===== src/rtl/cpu_pkg.sv =====
// ---------------------------------------------------------------------------
// cpu_pkg
// Shared definitions for the 5-stage RISC-V core. This file has no ports.
// It holds:
//   - opcode constants used by the decoder and the hazard logic
//   - the MUL funct7 code
//   - the encoding of the multiplier sequencing FSM states
//   - the default multiplier latency
// ---------------------------------------------------------------------------
package cpu_pkg;

    // Major opcodes (instruction bits [6:0])
    localparam logic [6:0] OPC_ALU_R     = 7'b0110011;
    localparam logic [6:0] OPC_ALU_I     = 7'b0010011;
    localparam logic [6:0] OPC_LOAD      = 7'b0000011;
    localparam logic [6:0] OPC_STORE     = 7'b0100011;
    localparam logic [6:0] OPC_BRANCH_EQ = 7'b1100011;
    localparam logic [6:0] OPC_JUMP      = 7'b1101111;

    // An R-type instruction with this funct7 is a MUL
    localparam logic [6:0] FUNCT7_MUL    = 7'b0000001;

    // Number of cycles a MUL occupies EX (legal range 2..8)
    localparam int DEFAULT_MUL_LATENCY = 3;

    // Multiplier sequencing states
    typedef enum logic {
        IDLE    = 1'b0,
        MUL_RUN = 1'b1
    } mul_state_t;

endpackage


===== src/rtl/hazard_controller_if.sv =====
// ---------------------------------------------------------------------------
// hazard_controller_if
// Bundle of the signals between the pipeline and the hazard controller.
// Pipeline -> controller:
//   id_rs1, id_rs2, id_uses_rs1, id_uses_rs2  : sources of the ID instruction
//   ex_mem_read, ex_rd, ex_is_mul             : the EX instruction
//   mem_branch_taken                          : branch in MEM resolved taken
// Controller -> pipeline:
//   pc_write, if_id_write, id_ex_write        : register enables
//   if_id_flush, id_ex_flush, ex_mem_flush    : bubble insertion
//   mul_start, mul_busy                       : multiplier control/status
// The pipeline side uses the master modport, the controller the slave one.
// ---------------------------------------------------------------------------
interface hazard_controller_if;

    logic [4:0] id_rs1;
    logic [4:0] id_rs2;
    logic       id_uses_rs1;
    logic       id_uses_rs2;
    logic       ex_mem_read;
    logic [4:0] ex_rd;
    logic       ex_is_mul;
    logic       mem_branch_taken;

    logic       pc_write;
    logic       if_id_write;
    logic       id_ex_write;
    logic       if_id_flush;
    logic       id_ex_flush;
    logic       ex_mem_flush;
    logic       mul_start;
    logic       mul_busy;

    modport master (
        output id_rs1, id_rs2, id_uses_rs1, id_uses_rs2,
               ex_mem_read, ex_rd, ex_is_mul, mem_branch_taken,
        input  pc_write, if_id_write, id_ex_write,
               if_id_flush, id_ex_flush, ex_mem_flush,
               mul_start, mul_busy
    );

    modport slave (
        input  id_rs1, id_rs2, id_uses_rs1, id_uses_rs2,
               ex_mem_read, ex_rd, ex_is_mul, mem_branch_taken,
        output pc_write, if_id_write, id_ex_write,
               if_id_flush, id_ex_flush, ex_mem_flush,
               mul_start, mul_busy
    );

endinterface


===== src/rtl/hazard_controller_mul_seq.sv =====
// ---------------------------------------------------------------------------
// mul_seq_fsm
// Holds a MUL in EX for MUL_LATENCY cycles.
// Ports:
//   clk, rst   : clock and synchronous active-high reset
//   flush      : taken branch in MEM, aborts any sequence
//   ex_is_mul  : the EX instruction is a MUL
//   mul_start  : one-cycle pulse starting the multiplier
//   mul_busy   : multiplier mid-operation
//   mul_stall  : freeze PC/IF/ID/EX and bubble EX/MEM this cycle
//   in_idle    : FSM is in IDLE (load-use detection is allowed)
// ---------------------------------------------------------------------------
module mul_seq_fsm
    import cpu_pkg::*;
#(
    parameter int MUL_LATENCY = DEFAULT_MUL_LATENCY
) (
    input  logic clk,
    input  logic rst,
    input  logic flush,
    input  logic ex_is_mul,
    output logic mul_start,
    output logic mul_busy,
    output logic mul_stall,
    output logic in_idle
);

    // The start cycle is one stall cycle, so the counter covers the rest
    localparam logic [2:0] CNT_LOAD = 3'(MUL_LATENCY - 2);

    mul_state_t state;
    mul_state_t next_state;
    logic [2:0] cnt;
    logic [2:0] next_cnt;

    always_ff @(posedge clk) begin
        if (rst) begin
            state <= IDLE;
            cnt   <= 3'd0;
        end else begin
            state <= next_state;
            cnt   <= next_cnt;
        end
    end

    // Outputs are forced to idle values during reset so mul_busy drops
    // in the same cycle rst rises, not one edge later.
    always_comb begin
        next_state = state;
        next_cnt   = cnt;
        mul_start  = 1'b0;
        mul_busy   = 1'b0;
        mul_stall  = 1'b0;
        in_idle    = (state == IDLE);
        if (rst) begin
            next_state = IDLE;
            next_cnt   = 3'd0;
        end else if (flush) begin
            next_state = IDLE;
            next_cnt   = 3'd0;
        end else begin
            case (state)
                IDLE: begin
                    if (ex_is_mul) begin
                        mul_start  = 1'b1;
                        mul_busy   = 1'b1;
                        mul_stall  = 1'b1;
                        next_cnt   = CNT_LOAD;
                        next_state = MUL_RUN;
                    end
                end
                MUL_RUN: begin
                    if (cnt != 3'd0) begin
                        mul_busy  = 1'b1;
                        mul_stall = 1'b1;
                        next_cnt  = cnt - 3'd1;
                    end else begin
                        // Product is ready; EX advances so the MUL leaves
                        next_state = IDLE;
                    end
                end
                default: begin
                    next_state = IDLE;
                    next_cnt   = 3'd0;
                end
            endcase
        end
    end

endmodule


===== src/rtl/hazard_controller.sv =====
// ---------------------------------------------------------------------------
// hazard_controller
// Pipeline hazard and sequencing controller: branch flush, multi-cycle MUL
// hold and load-use stall, in that priority order.
// Ports:
//   clk, rst : clock and synchronous active-high reset
//   bus      : hazard_controller_if slave (pipeline inputs, control outputs)
// ---------------------------------------------------------------------------
module hazard_controller
    import cpu_pkg::*;
#(
    parameter int MUL_LATENCY = DEFAULT_MUL_LATENCY
) (
    input  logic                clk,
    input  logic                rst,
    hazard_controller_if.slave  bus
);

    logic mul_start;
    logic mul_busy;
    logic mul_stall;
    logic in_idle;
    logic load_use;

    mul_seq_fsm #(
        .MUL_LATENCY (MUL_LATENCY)
    ) u_mul_seq (
        .clk       (clk),
        .rst       (rst),
        .flush     (bus.mem_branch_taken),
        .ex_is_mul (bus.ex_is_mul),
        .mul_start (mul_start),
        .mul_busy  (mul_busy),
        .mul_stall (mul_stall),
        .in_idle   (in_idle)
    );

    // A load writing x0 never creates a dependency
    assign load_use = bus.ex_mem_read && (bus.ex_rd != 5'd0) &&
                      ((bus.id_uses_rs1 && (bus.ex_rd == bus.id_rs1)) ||
                       (bus.id_uses_rs2 && (bus.ex_rd == bus.id_rs2)));

    // Priority mux: flush, then MUL hold, then load-use. The load-use bubble
    // keeps id_ex_write high so the flushed bubble is actually loaded.
    always_comb begin
        bus.pc_write     = 1'b1;
        bus.if_id_write  = 1'b1;
        bus.id_ex_write  = 1'b1;
        bus.if_id_flush  = 1'b0;
        bus.id_ex_flush  = 1'b0;
        bus.ex_mem_flush = 1'b0;
        bus.mul_start    = mul_start;
        bus.mul_busy     = mul_busy;
        if (rst) begin
            bus.mul_start = 1'b0;
            bus.mul_busy  = 1'b0;
        end else if (bus.mem_branch_taken) begin
            bus.if_id_flush  = 1'b1;
            bus.id_ex_flush  = 1'b1;
            bus.ex_mem_flush = 1'b1;
        end else if (mul_stall) begin
            bus.pc_write     = 1'b0;
            bus.if_id_write  = 1'b0;
            bus.id_ex_write  = 1'b0;
            bus.ex_mem_flush = 1'b1;
        end else if (in_idle && !bus.ex_is_mul && load_use) begin
            bus.pc_write    = 1'b0;
            bus.if_id_write = 1'b0;
            bus.id_ex_flush = 1'b1;
        end
    end

endmodule


===== src/flat_wrapper.sv =====
// flat-port wrapper written by rule: the top's interface ports become plain ports
module hazard_controller_flat import cpu_pkg::*;
#(
    parameter int MUL_LATENCY = DEFAULT_MUL_LATENCY
)
  (clk, rst, bus_id_rs1, bus_id_rs2, bus_id_uses_rs1, bus_id_uses_rs2, bus_ex_mem_read, bus_ex_rd, bus_ex_is_mul, bus_mem_branch_taken, bus_pc_write, bus_if_id_write, bus_id_ex_write, bus_if_id_flush, bus_id_ex_flush, bus_ex_mem_flush, bus_mul_start, bus_mul_busy);
  hazard_controller_if bus_i ();
  input  logic clk;
  input  logic rst;
  input wire logic [$bits(bus_i.id_rs1)-1:0] bus_id_rs1;
  input wire logic [$bits(bus_i.id_rs2)-1:0] bus_id_rs2;
  input wire logic [$bits(bus_i.id_uses_rs1)-1:0] bus_id_uses_rs1;
  input wire logic [$bits(bus_i.id_uses_rs2)-1:0] bus_id_uses_rs2;
  input wire logic [$bits(bus_i.ex_mem_read)-1:0] bus_ex_mem_read;
  input wire logic [$bits(bus_i.ex_rd)-1:0] bus_ex_rd;
  input wire logic [$bits(bus_i.ex_is_mul)-1:0] bus_ex_is_mul;
  input wire logic [$bits(bus_i.mem_branch_taken)-1:0] bus_mem_branch_taken;
  output wire logic [$bits(bus_i.pc_write)-1:0] bus_pc_write;
  output wire logic [$bits(bus_i.if_id_write)-1:0] bus_if_id_write;
  output wire logic [$bits(bus_i.id_ex_write)-1:0] bus_id_ex_write;
  output wire logic [$bits(bus_i.if_id_flush)-1:0] bus_if_id_flush;
  output wire logic [$bits(bus_i.id_ex_flush)-1:0] bus_id_ex_flush;
  output wire logic [$bits(bus_i.ex_mem_flush)-1:0] bus_ex_mem_flush;
  output wire logic [$bits(bus_i.mul_start)-1:0] bus_mul_start;
  output wire logic [$bits(bus_i.mul_busy)-1:0] bus_mul_busy;
  assign bus_i.id_rs1 = bus_id_rs1;
  assign bus_i.id_rs2 = bus_id_rs2;
  assign bus_i.id_uses_rs1 = bus_id_uses_rs1;
  assign bus_i.id_uses_rs2 = bus_id_uses_rs2;
  assign bus_i.ex_mem_read = bus_ex_mem_read;
  assign bus_i.ex_rd = bus_ex_rd;
  assign bus_i.ex_is_mul = bus_ex_is_mul;
  assign bus_i.mem_branch_taken = bus_mem_branch_taken;
  assign bus_pc_write = bus_i.pc_write;
  assign bus_if_id_write = bus_i.if_id_write;
  assign bus_id_ex_write = bus_i.id_ex_write;
  assign bus_if_id_flush = bus_i.if_id_flush;
  assign bus_id_ex_flush = bus_i.id_ex_flush;
  assign bus_ex_mem_flush = bus_i.ex_mem_flush;
  assign bus_mul_start = bus_i.mul_start;
  assign bus_mul_busy = bus_i.mul_busy;
  hazard_controller #(.MUL_LATENCY(MUL_LATENCY)) u_core (.clk(clk), .rst(rst), .bus(bus_i));
endmodule

===== config.mk =====
export PLATFORM = sky130hd
export DESIGN_NAME = hazard_controller_flat
export DESIGN_NICKNAME = d
export VERILOG_FILES = /design/src/rtl/cpu_pkg.sv /design/src/rtl/hazard_controller_if.sv /design/src/rtl/hazard_controller_mul_seq.sv /design/src/rtl/hazard_controller.sv /design/src/flat_wrapper.sv
export SDC_FILE = /design/constraint.sdc
export NUM_CORES = 1
export LEC_CHECK = 0
export ABC_CLOCK_PERIOD_IN_PS = 1400
export CAP_MARGIN = 20
export CORE_MARGIN = 8
export CORE_UTILIZATION = 28
export CTS_CLUSTER_DIAMETER = 80
export DETAILED_ROUTE_END_ITERATION = 16
export PLACE_DENSITY = 0.72
export SLEW_MARGIN = 20
export SYNTH_ARGS = -nofsm -noshare
export SYNTH_HDL_FRONTEND = slang
export SYNTH_SLANG_ARGS = --single-unit

===== constraint.sdc =====
create_clock -name clk -period 1.4 [get_ports clk]
set_clock_uncertainty 0.15 [all_clocks]
set_input_delay 0.28 -clock clk [delete_from_list [all_inputs] [get_ports clk]]
set_output_delay 0.28 -clock clk [all_outputs]
set_load 0.01 [all_outputs]

## After elaboration in Yosys (flattened, before gate mapping)

Index checks and enable logic that the tools add are counted.

- Add/subtract/negate cells: 1
- Eq/ne operators: 4
- Mux-type cells: 27
- Bitwise gates (word level): 1
- Reductions and logical operators: 12

Operator list:

| cell | count |
|---|---|
| $mux W1 | 23 |
| $eq A5 B5 Y1 | 2 |
| $logic_and A1 B1 Y1 | 6 |
| $mux W3 | 2 |
| $pmux W3 S2 | 1 |
| $reduce_bool A5 Y1 | 1 |
| $reduce_bool A3 Y1 | 1 |
| $sub A3 B1 Y3 const B | 1 |
| $ne A2 B1 Y1 const B | 1 |
| $ne A2 B2 Y1 const B | 1 |
| $pmux W1 S2 | 1 |
| $reduce_and A2 Y1 | 1 |
| $reduce_or A2 Y1 | 1 |
| $logic_not A1 Y1 | 1 |
| $logic_or A1 B1 Y1 | 1 |
| $not A1 Y1 | 1 |

- Bits in registers: 4
- Input bits: 22
- Output and inout bits: 8
- Word-level logic and storage cells: 47

## Depth between registers and ports, before layout

Gate-level depths: netlist of run 1.

- Depth in word-level cells: 9
- Depth in mapped cells: 6
- Mapped depth without buffers: 6

## Cells and area by module

From an unflattened synthesis of run 1, not the netlist that was laid out.

- Cells, all modules: 53
- Area, all modules: 416.6 um^2

Modules (own cells, without submodules):

| module | instances | cells each | area each (um^2) | sequential area each (um^2) |
|---|---|---|---|---|
| mul_seq_fsm | 1 | 24 | 210.2 | 80.1 |
| hazard_controller | 1 | 29 | 206.4 | 0.0 |

## Worst setup path before layout of run 1

Ideal clock, no wire load.

- Kind: register to output
- Start: register u_core.u_mul_seq.cnt[0]
- End: output bus_pc_write
- Arrival time: 1.332 ns
- Required time: 0.970 ns
- Path slack: -0.362 ns
- Stages on the path, launching flop included: 7
- Buffers on the path: 1
- Cells stage by stage: dfxtp_1 inv_1 ha_1 a31oi_1 nand2_1 o21a_1 buf_4

- Longest elaborated chain between the ends: 8

Ends and longest elaborated chain:

| element | RTL line | source |
|---|---|---|
| from (decl) | hazard_controller_mul_seq.sv:33 | `logic [2:0] cnt;` |
| from (signal assigned) | hazard_controller_mul_seq.sv:42 | `cnt <= next_cnt;` |
| $reduce_bool A3 Y1 | hazard_controller_mul_seq.sv:73 | `if (cnt != 3'd0) begin` |
| $mux W1 | hazard_controller_mul_seq.sv:73 |  |
| $pmux W1 S2 | hazard_controller_mul_seq.sv:62 | `case (state)` |
| $mux W1 | hazard_controller_mul_seq.sv:58 | `end else if (flush) begin` |
| $mux W1 (4 in series) | - |  |
| to (decl) | flat_wrapper.sv:18 | `output wire logic [$bits(bus_i.pc_write)-1:0] bus_pc_write;` |

Every way passes these cells.

## Worst setup path in the final report of run 1

- Start: input bus_id_rs2[2]
- End: output bus_if_id_write

- Longest elaborated chain between the ends: 9

Ends and longest elaborated chain:

| element | RTL line | source |
|---|---|---|
| from (decl) | flat_wrapper.sv:11 | `input wire logic [$bits(bus_i.id_rs2)-1:0] bus_id_rs2;` |
| $eq A5 B5 Y1 | hazard_controller.sv:41 | `(bus.id_uses_rs2 && (bus.ex_rd == bus.id_rs2)));` |
| $logic_and A1 B1 Y1 | hazard_controller.sv:41 |  |
| $logic_or A1 B1 Y1 | hazard_controller.sv:40 | `((bus.id_uses_rs1 && (bus.ex_rd == bus.id_rs1)) \|\|` |
| $logic_and A1 B1 Y1 | hazard_controller.sv:39 | `assign load_use = bus.ex_mem_read && (bus.ex_rd != 5'd0) &&` |
| $logic_and A1 B1 Y1 | hazard_controller.sv:66 | `end else if (in_idle && !bus.ex_is_mul && load_use) begin` |
| $mux W1 | hazard_controller.sv:66 |  |
| $mux W1 | hazard_controller.sv:61 | `end else if (mul_stall) begin` |
| $mux W1 | hazard_controller.sv:57 | `end else if (bus.mem_branch_taken) begin` |
| $mux W1 | hazard_controller.sv:54 | `if (rst) begin` |
| to (decl) | flat_wrapper.sv:19 | `output wire logic [$bits(bus_i.if_id_write)-1:0] bus_if_id_write;` |

Every way passes these cells.

==> flow_summary.yaml, run 1 <==
run_status:
  outcome: "complete, but fails checks"
  violations: "negative setup slack"
power_and_ir_drop:
  power_density_nw_per_um2: 561
  ir_worst_vdd_v: 0.000359
  p_leak_uw: 0.000339
synth:
  syn_inst: 52
  ys_types: 24
  syn_avg_cell_area_sq_um: 7.56
  synthesis.nets: 76
  synth-seq-area-share_pct: 20.4
  ys_warn_count: 0
  ys_ff_latch: 4
  syn_area_sq_um: 393
sta:
  fmax_mhz: 563
  finalCriticalPeriod_ns: 1.78
  finalCritPeriodShare_pct: 127
  drv_slew: 0
  hold_viol: 0
  worst_pin_slew_ns: 0.318
  max-slew-margin-rel_pct: 78.6
  worst_slack_ns: -0.375
  rsz0062_at_grt: "yes"
  setup_viol: 7
detailed_routing:
  drtIter0Drc: 0
  final_antenna_net_count: 0
  vias_per_cell: 4.77
  wl_per_cell_um: 13.1
  finalWirelength_um: 1390
  dr.pass1.iters: 1
  via_count: 506
  drc_errors: 0
critical_path:
  cp_slowest_stage_delay_ns: 0.29
  path_cells: "buf_8, xor2_2, nor4_2, a32oi_1, o21a_1, buf_2"
  crit_fanout: 2
  required_ns: 0.97
  critPathKind: "in -> out"
  cp-start-kind: "primary input"
  path_buf_inv: 2
  crit_arrival_ns: 1.35
  end_kind: "primary output"
  cpMaxStageDelayCell: "nor4_2"
  cpLargestDelayFamily: "compound AO/OA/AOI/OAI gates"
cells_and_area:
  multi_input_area_sq_um: 354
  final_util_pct: 60.6
  regArea_sq_um: 83.8
  final_cells: 106
  final_cell_area_sq_um: 788
  fin_nets: 117
  area_growth_pct: 101
  diodes: 0
  fillers: 122
  drive_above_1_share_pct: 52.7
floorplan:
  coreArea_sq_um: 1300
  rows: 13
  die_h_um: 53.5
  io_pins: 30
  initial_core_util_pct: 30.2
  chipWidth_um: 53.5
  fp.dieArea_sq_um: 2860
clock_tree:
  htreeDepth: 1
  clockBufferDepth: 2
  insertion_delay_ns: 0.23
  clkTransAtPathRegs_ns: 0.04
  hold_buffers: 0
  cts_root_buffer: "clkbuf_4"
  cts_tree: "built"
  cts_buffers: 3
  clock_sinks: 4
grt:
  antenna_found_initial: 0
  first_global_vias: 519
  grt_first_pass_wirelength_um: 2210
  grt_overflow_total: 0
  grt_use_total_pct: 10.3
  grt_max_degree: 6
placed_design:
  dp.final_hpwl_um: 1130
  dp_slack_ns: -1.12
  port_buffers: 29
  place_area_sq_um: 777
  gp_congestion: 0.889
  dp.cells: 103
hold_path:
  hold_path.class: "in -> reg"
flow_run:
  max-cap-violations: 0
[routing by layer]
| metal | wire, um | GRT usage, % |
|---|---|---|
| met1 | 596 | 11.7 |
| met2 | 596 | 16.2 |
| met3 | 181 | 3.08 |
| met4 | 15 | 6.30 |
| met5 | 0 | 0 |
[flip-flops by register name, summed over array words and instances, names as in the netlist]
name,flops
u_core.u_mul_seq.state,1
u_core.u_mul_seq.cnt,3
[stage by stage]
| step | total power [uW] | setup TNS [ns] | hold WS, ns |
|---|---|---|---|
| 6_report | 442 | -1.72 | 0.267 |
| 5_1_grt | 473 | -2.15 | 0.286 |
| 2_1_floorplan | 194 | -0.319 | 0.307 |
| 3_3_place_gp | 310 | -7.99 | 0.324 |
| 4_1_cts | 448 | -1.82 | 0.246 |
| 3_5_place_dp | 312 | -8.06 | 0.328 |
[power breakdown]
part / internal (uW) / switching (uW) / leakage, uW
registers: 119 / 2.70 / 0.0000338
clock network: 95.6 / 43.0 / 0.0000138
logic: 104 / 78.3 / 0.000291
[cells in the final DEF, fill, tap and decap left out, types with 2 or more instances in the layout]
cell type	n
nor2_2	2
nor2_1	5
clkdlybuf4s50_1	3
clkdlybuf4s15_1	4
inv_2	3
xnor2_1	2
dlygate4sd2_1	3
buf_4	7
inv_1	2
dfxtp_2	3
clkbuf_4	3
nor3_1	2
o21ai_0	2
nand4_1	2
xor2_1	6
xor2_2	2
buf_2	14
buf_6	5
[final timing paths]
kind | startpoint | endpoint | slack (ns) | depth (start not counted)
setup / recovery | bus_id_rs2[2] | bus_if_id_write | -0.38 | 6
setup reg to reg | u_core.u_mul_seq.cnt[1] | u_core.u_mul_seq.cnt[1] | 0.04 | 7
hold / removal | bus_mem_branch_taken | u_core.u_mul_seq.state | 0.27 | 4
hold reg to reg | u_core.u_mul_seq.cnt[2] | u_core.u_mul_seq.cnt[2] | 0.33 | 2
[worst register-to-register path: stages, from the launching register on]
cell and delay [ns]:
dfxtp_2 0.31, inv_2 0.07, ha_4 0.15, a31oi_4 0.09
buf_4 0.14, buf_4 0.12, o22a_1 0.19, nor2_1 0.07
[cells by family after synthesis]
kind of cell	Yosys count	share of synthesized area [%]
simple gates	22	30.6
xor+xnor	10	22.3
compound gates	8	13.7
buf+inv	6	6.69
flops	4	20.4
fa+ha+maj	2	6.37
[synthesized netlist by cell type (all sizes together)]
| cell | count | area, sq um |
|---|---|---|
| xnor2 | 2 | 17.5 |
| and2 | 1 | 6.26 |
| nor4 | 2 | 18.8 |
| o21bai | 1 | 7.51 |
| o22a | 1 | 8.76 |
| xor2 | 8 | 70.1 |
| nand4b | 1 | 8.76 |
| nor2 | 8 | 30.0 |
| buf | 1 | 7.51 |
| a32oi | 1 | 8.76 |
| o21ai | 2 | 10.0 |
| o21a | 1 | 7.51 |
| nor2b | 2 | 12.5 |
| or2 | 1 | 6.26 |
| ha | 2 | 25.0 |
| inv | 5 | 18.8 |
| a21oi | 1 | 5.00 |
| nor3 | 2 | 10.0 |
| nand4 | 2 | 12.5 |
| nor3b | 1 | 7.51 |
| nand2 | 2 | 7.51 |
| dfxtp | 4 | 80.1 |
| a31oi | 1 | 6.26 |
[layout make-up]
type / count / area share [%]
multi-input cells: 42 / 44.9
repair buffers: 37 / 36.8
flip-flops and latches: 4 / 10.6
clock buffers: 3 / 2.86
inverters: 5 / 2.38
well taps: 15 / 2.38
[what timing repair did]
| item | CTS | global route |
|---|---|---|
| cloned | 0 | 0 |
| pin swaps | 15 | 5 |
| resized for setup | 103 | 5 |
| setup endpoints to repair | 10 | 9 |
| setup buffers | 1 | 0 |
Power figures use the tool's default switching activity.
==> run 2, diff against run 1 <==
Settings changed: ABC_AREA set to 1, CELL_PAD_IN_SITES_DETAIL_PLACEMENT set to 1, CELL_PAD_IN_SITES_GLOBAL_PLACEMENT set to 1, CORE_UTILIZATION 28 to 19, PLACE_DENSITY 0.72 to not set, PLACE_DENSITY_LB_ADDON set to 0.1.
==> run 2 against run 1 <==
  * The run still ends with negative setup slack left
  * Area after synthesis rose by 22%
  * Largest power group unchanged
  * Combinational power grew 14%
  * Via count up 38%
  * Critical path depth is 4 higher
  * Routed wire length increased by 26%
  * Die area rose by 53%
==> flow_summary.yaml, run 2 <==
run_status:
  outcome: "complete, but fails checks"
  violations: "negative setup slack"
clock_tree:
  cts_root_buffer: "clkbuf_4"
  clockBufferDepth: 2
  insertion_delay_ns: 0.23
  hold_buffers: 0
  htreeDepth: 1
  clock_sinks: 4
  cts_buffers: 3
  clkTransAtPathRegs_ns: 0.03
  cts_tree: "built"
synth:
  synth.area.mux_share_pct: 0
  synth_top_family_by_area: "simple AND/OR/NAND/NOR gates"
  synth_top_cell_area_share_pct: 28.3
  synth_area_leaders: "nand2_1 28%, dfxtp_1 17%, inv_1 15%"
  synth_compound_area_share_pct: 7.59
  synth_xor_area_share_pct: 0
  ys_ff_latch: 4
  ys_warn_count: 0
  synth_most_common_cell: "nand2_1"
  synth_ff_type: "dfxtp_1"
  yosys.area.top_type: "nand2_1"
  synth-seq-area-share_pct: 16.8
  synth-simple-area-share_pct: 49.2
  syn_inst: 98
  synth_edf_count: 0
  ys_types: 14
  syn_avg_cell_area_sq_um: 4.88
  synthesis.nets: 122
  synth_commonest_cells: "36 x nand2_1, 19 x inv_1, 15 x nor2_1"
  async_flop_share_pct: 0
  synth_adder_area_share_pct: 5.24
  syn_area_sq_um: 478
detailed_routing:
  drc_errors: 0
  vias_per_cell: 4.07
  via_count: 696
  final_antenna_net_count: 0
  drtIter0Drc: 23
  finalWirelength_um: 1750
  dr.pass1.iters: 3
  wl_per_cell_um: 10.3
grt:
  grt_first_pass_wirelength_um: 2960
  first_global_vias: 714
  antenna_found_initial: 0
  grt_max_degree: 6
  gr-usage-met2_pct: 14.0
  grt.busiest_layer: "met2"
  grt_overflow_total: 0
  met1_usage_pct: 9.93
  grt_use_met3_pct: 1.53
  grt_use_total_pct: 8.35
placed_design:
  dp.final_hpwl_um: 1510
  dp.cells: 165
  gp_congestion: 0.755
  place_area_sq_um: 891
  port_buffers: 29
  dp_slack_ns: -0.949
critical_path:
  end_kind: "primary output"
  r2r_end: "u_core.u_mul_seq.cnt[1]"
  cp-endpoint: "bus_id_ex_flush"
  crit_fanout: 2
  required_ns: 0.97
  r2r_start: "u_core.u_mul_seq.cnt[0]"
  critPathKind: "reg -> out"
  rrSetupSlack_ns: 0.05
  reg2reg_depth: 10
  cp-start-kind: "flop"
  crit_arrival_ns: 1.34
  crit_start: "u_core.u_mul_seq.cnt[0]"
sta:
  worst_slack_ns: -0.371
  max-slew-margin-rel_pct: 89.4
  fmax_mhz: 565
  rsz0062_at_grt: "yes"
  drv_slew: 0
  worst_pin_slew_ns: 0.157
  hold_viol: 0
  setup_viol: 7
  finalSetupTns_ns: -1.99
  finalCritPeriodShare_pct: 126
  fin_hold_ws_ns: 0.353
  finalCriticalPeriod_ns: 1.77
cells_and_area:
  final_common_cell: "nand2_1"
  multi_input_area_sq_um: 375
  regArea_sq_um: 86.3
  reg_top3: "u_core.u_mul_seq.cnt x3, u_core.u_mul_seq.state x1"
  final_cell_area_sq_um: 961
  final_cell_mix: "32 x nand2_1, 14 x inv_1, 13 x dlygate4sd2_1"
  largest_register_ff_count: 3
  area_growth_pct: 101
  top_register: "u_core.u_mul_seq.cnt"
  diodes: 0
  fin_nets: 167
  fillers: 339
  final_cells: 171
  drive_above_1_share_pct: 39.0
floorplan:
  die_h_um: 66.2
  initial_core_util_pct: 19.7
  chipWidth_um: 66.2
  io_pins: 30
  coreArea_sq_um: 2430
  fp.dieArea_sq_um: 4380
  rows: 18
power_and_ir_drop:
  power_density_nw_per_um2: 481
  p_leak_uw: 0.000544
  ir_worst_vdd_v: 0.000411
flow_run:
  max-cap-violations: 0
hold_path:
  hold_path.class: "in -> reg"
  holdPathStages: 4
[run 2: cell count changes after synthesis, moves of 5 or more]
cell     before  now
inv_1         5   19
inv_2         0    6
nand2_1       2   36
nand3_1       0    5
nor2_1        8   15
xor2_1        8    0
[run 2: cell families after synthesis]
| logic type | after synthesis |
|---|---|
| adders and majority gates | 2 |
| DFF | 4 |
| AOI/OAI and AO/OA | 7 |
| and+or+nand+nor | 59 |
| buffers and inverters | 26 |
[run 2: metal layers]
metal / wire length [um] / up-vias
met2: 905 / 14
met1: 758 / 305
met3: 90 / 0
met4: 0 / 0
li1: - / 377
met5: 0 / -
[run 2: where the power goes]
| part | switching (uW) | total, uW | internal, uW |
|---|---|---|---|
| Clock | 39.6 | 135 | 95.3 |
| Combinational | 101 | 208 | 107 |
| Sequential | 2.74 | 120 | 117 |
[run 2: worst min-delay path by stage]
stage / start / end / slack, ns
global route: rst / u_core.u_mul_seq.cnt[1] / 0.37
floorplan: u_core.u_mul_seq.cnt[2] / u_core.u_mul_seq.cnt[2] / 0.30
CTS: u_core.u_mul_seq.cnt[2] / u_core.u_mul_seq.cnt[2] / 0.34
finish: rst / u_core.u_mul_seq.cnt[1] / 0.35
global placement: u_core.u_mul_seq.cnt[2] / u_core.u_mul_seq.cnt[2] / 0.31
detailed placement: u_core.u_mul_seq.cnt[2] / u_core.u_mul_seq.cnt[2] / 0.33
[run 2: layout make-up]
class	instances	area share (%)
Clock buffer	3	2.34
Inverter	25	9.77
Multi-Input combinational cell	68	39.1
Sequential cell	4	8.98
Tap cell	30	3.91
Timing Repair Buffer	41	35.9
[run 2: per-stage QoR]
stage               util (%)  total power [uW]
floorplan                  -               203
detailed placement      36.6               325
CTS                     37.9               459
finish                  39.5               463
global placement        36.6               323
global route            39.5               499
[run 2: worst max-delay path, stage by stage, from the launching register on]
cell,delay (ns)
dfxtp_2,0.30
inv_2,0.07
ha_4,0.14
nand2_4,0.05
nand2_4,0.07
nand2_4,0.05
buf_6,0.11
nor2_2,0.06
nand3_1,0.07
nand2_1,0.06
buf_2,0.12
[run 2: what timing repair did]
| item | in CTS | in global routing |
|---|---|---|
| endpoints found under the setup margin | 8 | 11 |
| buffers inserted | 3 | 3 |
| pin swaps | 20 | 6 |
| gates resized for setup | 71 | 18 |
==> run 3, diff against run 2 <==
Settings changed: ABC_CLOCK_PERIOD_IN_PS 1400 to 2130, CORE_UTILIZATION 19 to 22, SKIP_LAST_GASP set to 1.
Clock period 1.4 ns to 2.13 ns, I/O delays scaled along.
==> run 3 against run 2 <==
  * Critical path type is now in -> out
  * Combinational power fell by 40%
  * Largest cell class is now buffers
  * The run now ends clean
  * Register-to-register slack better by 0.63 ns
  * Global-route usage rose by 0.76 points
==> flow_summary.yaml, run 3 (synthesis results as in run 2) <==
placed_design:
  gp_congestion: 0.757
  dp.cells: 164
  port_buffers: 29
  dp_slack_ns: -0.522
  dp.final_hpwl_um: 1560
hold_path:
  holdPathStages: 2
  hold_path.class: "reg -> reg"
  hp-start: "u_core.u_mul_seq.cnt[2]"
  min_to: "u_core.u_mul_seq.cnt[2]"
power_and_ir_drop:
  power_density_nw_per_um2: 327
  ir_worst_vdd_v: 0.000286
  p_sw_share_pct: 30.4
  p_total_uw: 292
  clkPwrFrac_pct: 30.9
  p_int_uw: 203
  comb_power_share_pct: 42.2
  seq_power_share_pct: 26.8
  power_switching_uw: 89.0
  p_leak_uw: 0.000533
clock_tree:
  clockBufferDepth: 2
  cts_buffers: 3
  clock_sinks: 4
  clkTransAtPathRegs_ns: 0.04
  cts_tree: "built"
  htreeDepth: 1
  insertion_delay_ns: 0.23
  cts_root_buffer: "clkbuf_4"
flow_run:
  max-cap-violations: 0
sta:
  max-slew-margin-rel_pct: 87.1
  hold_viol: 0
  fmax_mhz: 486
  finalCritPeriodShare_pct: 96.6
  finalCriticalPeriod_ns: 2.06
  worst_pin_slew_ns: 0.191
  drv_slew: 0
  setup_viol: 0
  fin_hold_ws_ns: 0.316
  worst_slack_ns: 0.0731
critical_path:
  cp-start-kind: "primary input"
  crit_fanout: 3
  r2r_end: "u_core.u_mul_seq.cnt[1]"
  required_ns: 1.55
  critPathKind: "in -> out"
  r2r_start: "u_core.u_mul_seq.cnt[0]"
  end_kind: "primary output"
  rrSetupSlack_ns: 0.68
  crit_arrival_ns: 1.48
  reg2reg_depth: 10
floorplan:
  initial_core_util_pct: 22.5
  fp.dieArea_sq_um: 3920
  coreArea_sq_um: 2130
  io_pins: 30
  rows: 17
  die_h_um: 62.6
  chipWidth_um: 62.6
grt:
  grt_use_total_pct: 9.10
  antenna_found_initial: 0
  grt_overflow_total: 0
  grt_first_pass_wirelength_um: 3070
  first_global_vias: 767
  grt_max_degree: 6
cells_and_area:
  fillers: 300
  final_common_cell: "nand2_1"
  final_cells: 168
  final_util_pct: 42.1
  area_growth_pct: 87.2
  final_cell_mix: "34 x nand2_1, 17 x inv_1, 12 x dlygate4sd2_1"
  largest_register_ff_count: 3
  top_register: "u_core.u_mul_seq.cnt"
  fin_nets: 166
  reg_top3: "u_core.u_mul_seq.cnt x3, u_core.u_mul_seq.state x1"
  diodes: 0
  drive_above_1_share_pct: 27.9
detailed_routing:
  vias_per_cell: 4.18
  wl_per_cell_um: 10.4
  dr.pass1.iters: 4
  finalWirelength_um: 1740
  via_count: 703
  drtIter0Drc: 13
  drc_errors: 0
  final_antenna_net_count: 0
run_status:
  outcome: "finished clean"
## run 3: worst max path at each step
| stage | startpoint | to | slack [ns] | cells past startpoint |
|---|---|---|---|---|
| 2_1_floorplan | u_core.u_mul_seq.cnt[0] | bus_id_ex_write | 0.40 | 8 |
| 3_3_place_gp | bus_ex_rd[4] | bus_id_ex_flush | -0.50 | 10 |
| 3_5_place_dp | bus_ex_rd[0] | bus_if_id_write | -0.52 | 10 |
| 4_1_cts | bus_id_uses_rs1 | bus_id_ex_flush | -0.05 | 8 |
| 5_1_grt | bus_ex_rd[3] | bus_if_id_write | -0.001 | 11 |
| 6_report | rst | bus_if_id_flush | 0.07 | 5 |
## run 3: area by class of cell
type | count | area, sq um | area share (%)
Clock buffer | 3 | 22.5 | 2.52
Inverter | 25 | 93.8 | 10.5
Multi-Input combinational cell | 68 | 319 | 35.7
Sequential cell | 4 | 80.1 | 8.95
Tap cell | 28 | 35.0 | 3.92
Timing Repair Buffer | 40 | 344 | 38.5
## run 3: stage by stage
| step | area, sq um | setup TNS (ns) |
|---|---|---|
| 2_1_floorplan | 478 | 0 |
| 3_3_place_gp | 871 | -2.97 |
| 3_5_place_dp | 871 | -3.11 |
| 4_1_cts | 871 | -0.0548 |
| 5_1_grt | 895 | -0.00123 |
| 6_report | 895 | 0 |
## run 3: what timing repair did
item,CTS,global route
endpoints found under the setup margin,8,7
pin swaps,11,8
gates resized for setup,43,18
hold buffers,0,0
setup buffers,1,0
endpoints found under the hold margin,0,0
## run 3: worst max-delay path: stages
cell	delay, ns
clkdlybuf4s50_1	0.43
buf_4	0.15
nor2_1	0.13
buf_4	0.12
clkdlybuf4s15_1	0.23
## run 3: power groups by stage
stage | sequential (uW) | combinational [uW] | clock (uW)
floorplan | 79.2 | 49.8 | 0
global placement | 79.4 | 130 | 0
detailed placement | 79.4 | 133 | 0
CTS | 78.3 | 122 | 96.3
global route | 78.7 | 140 | 96.5
finish | 78.5 | 124 | 90.4
## run 3: layer usage
layer,vias up,track usage [%],wire (um)
met5,-,0,0
met4,0,3.42,0
met3,0,1.08,44
met2,18,16.2,861
met1,314,10.8,835
li1,371,-,-
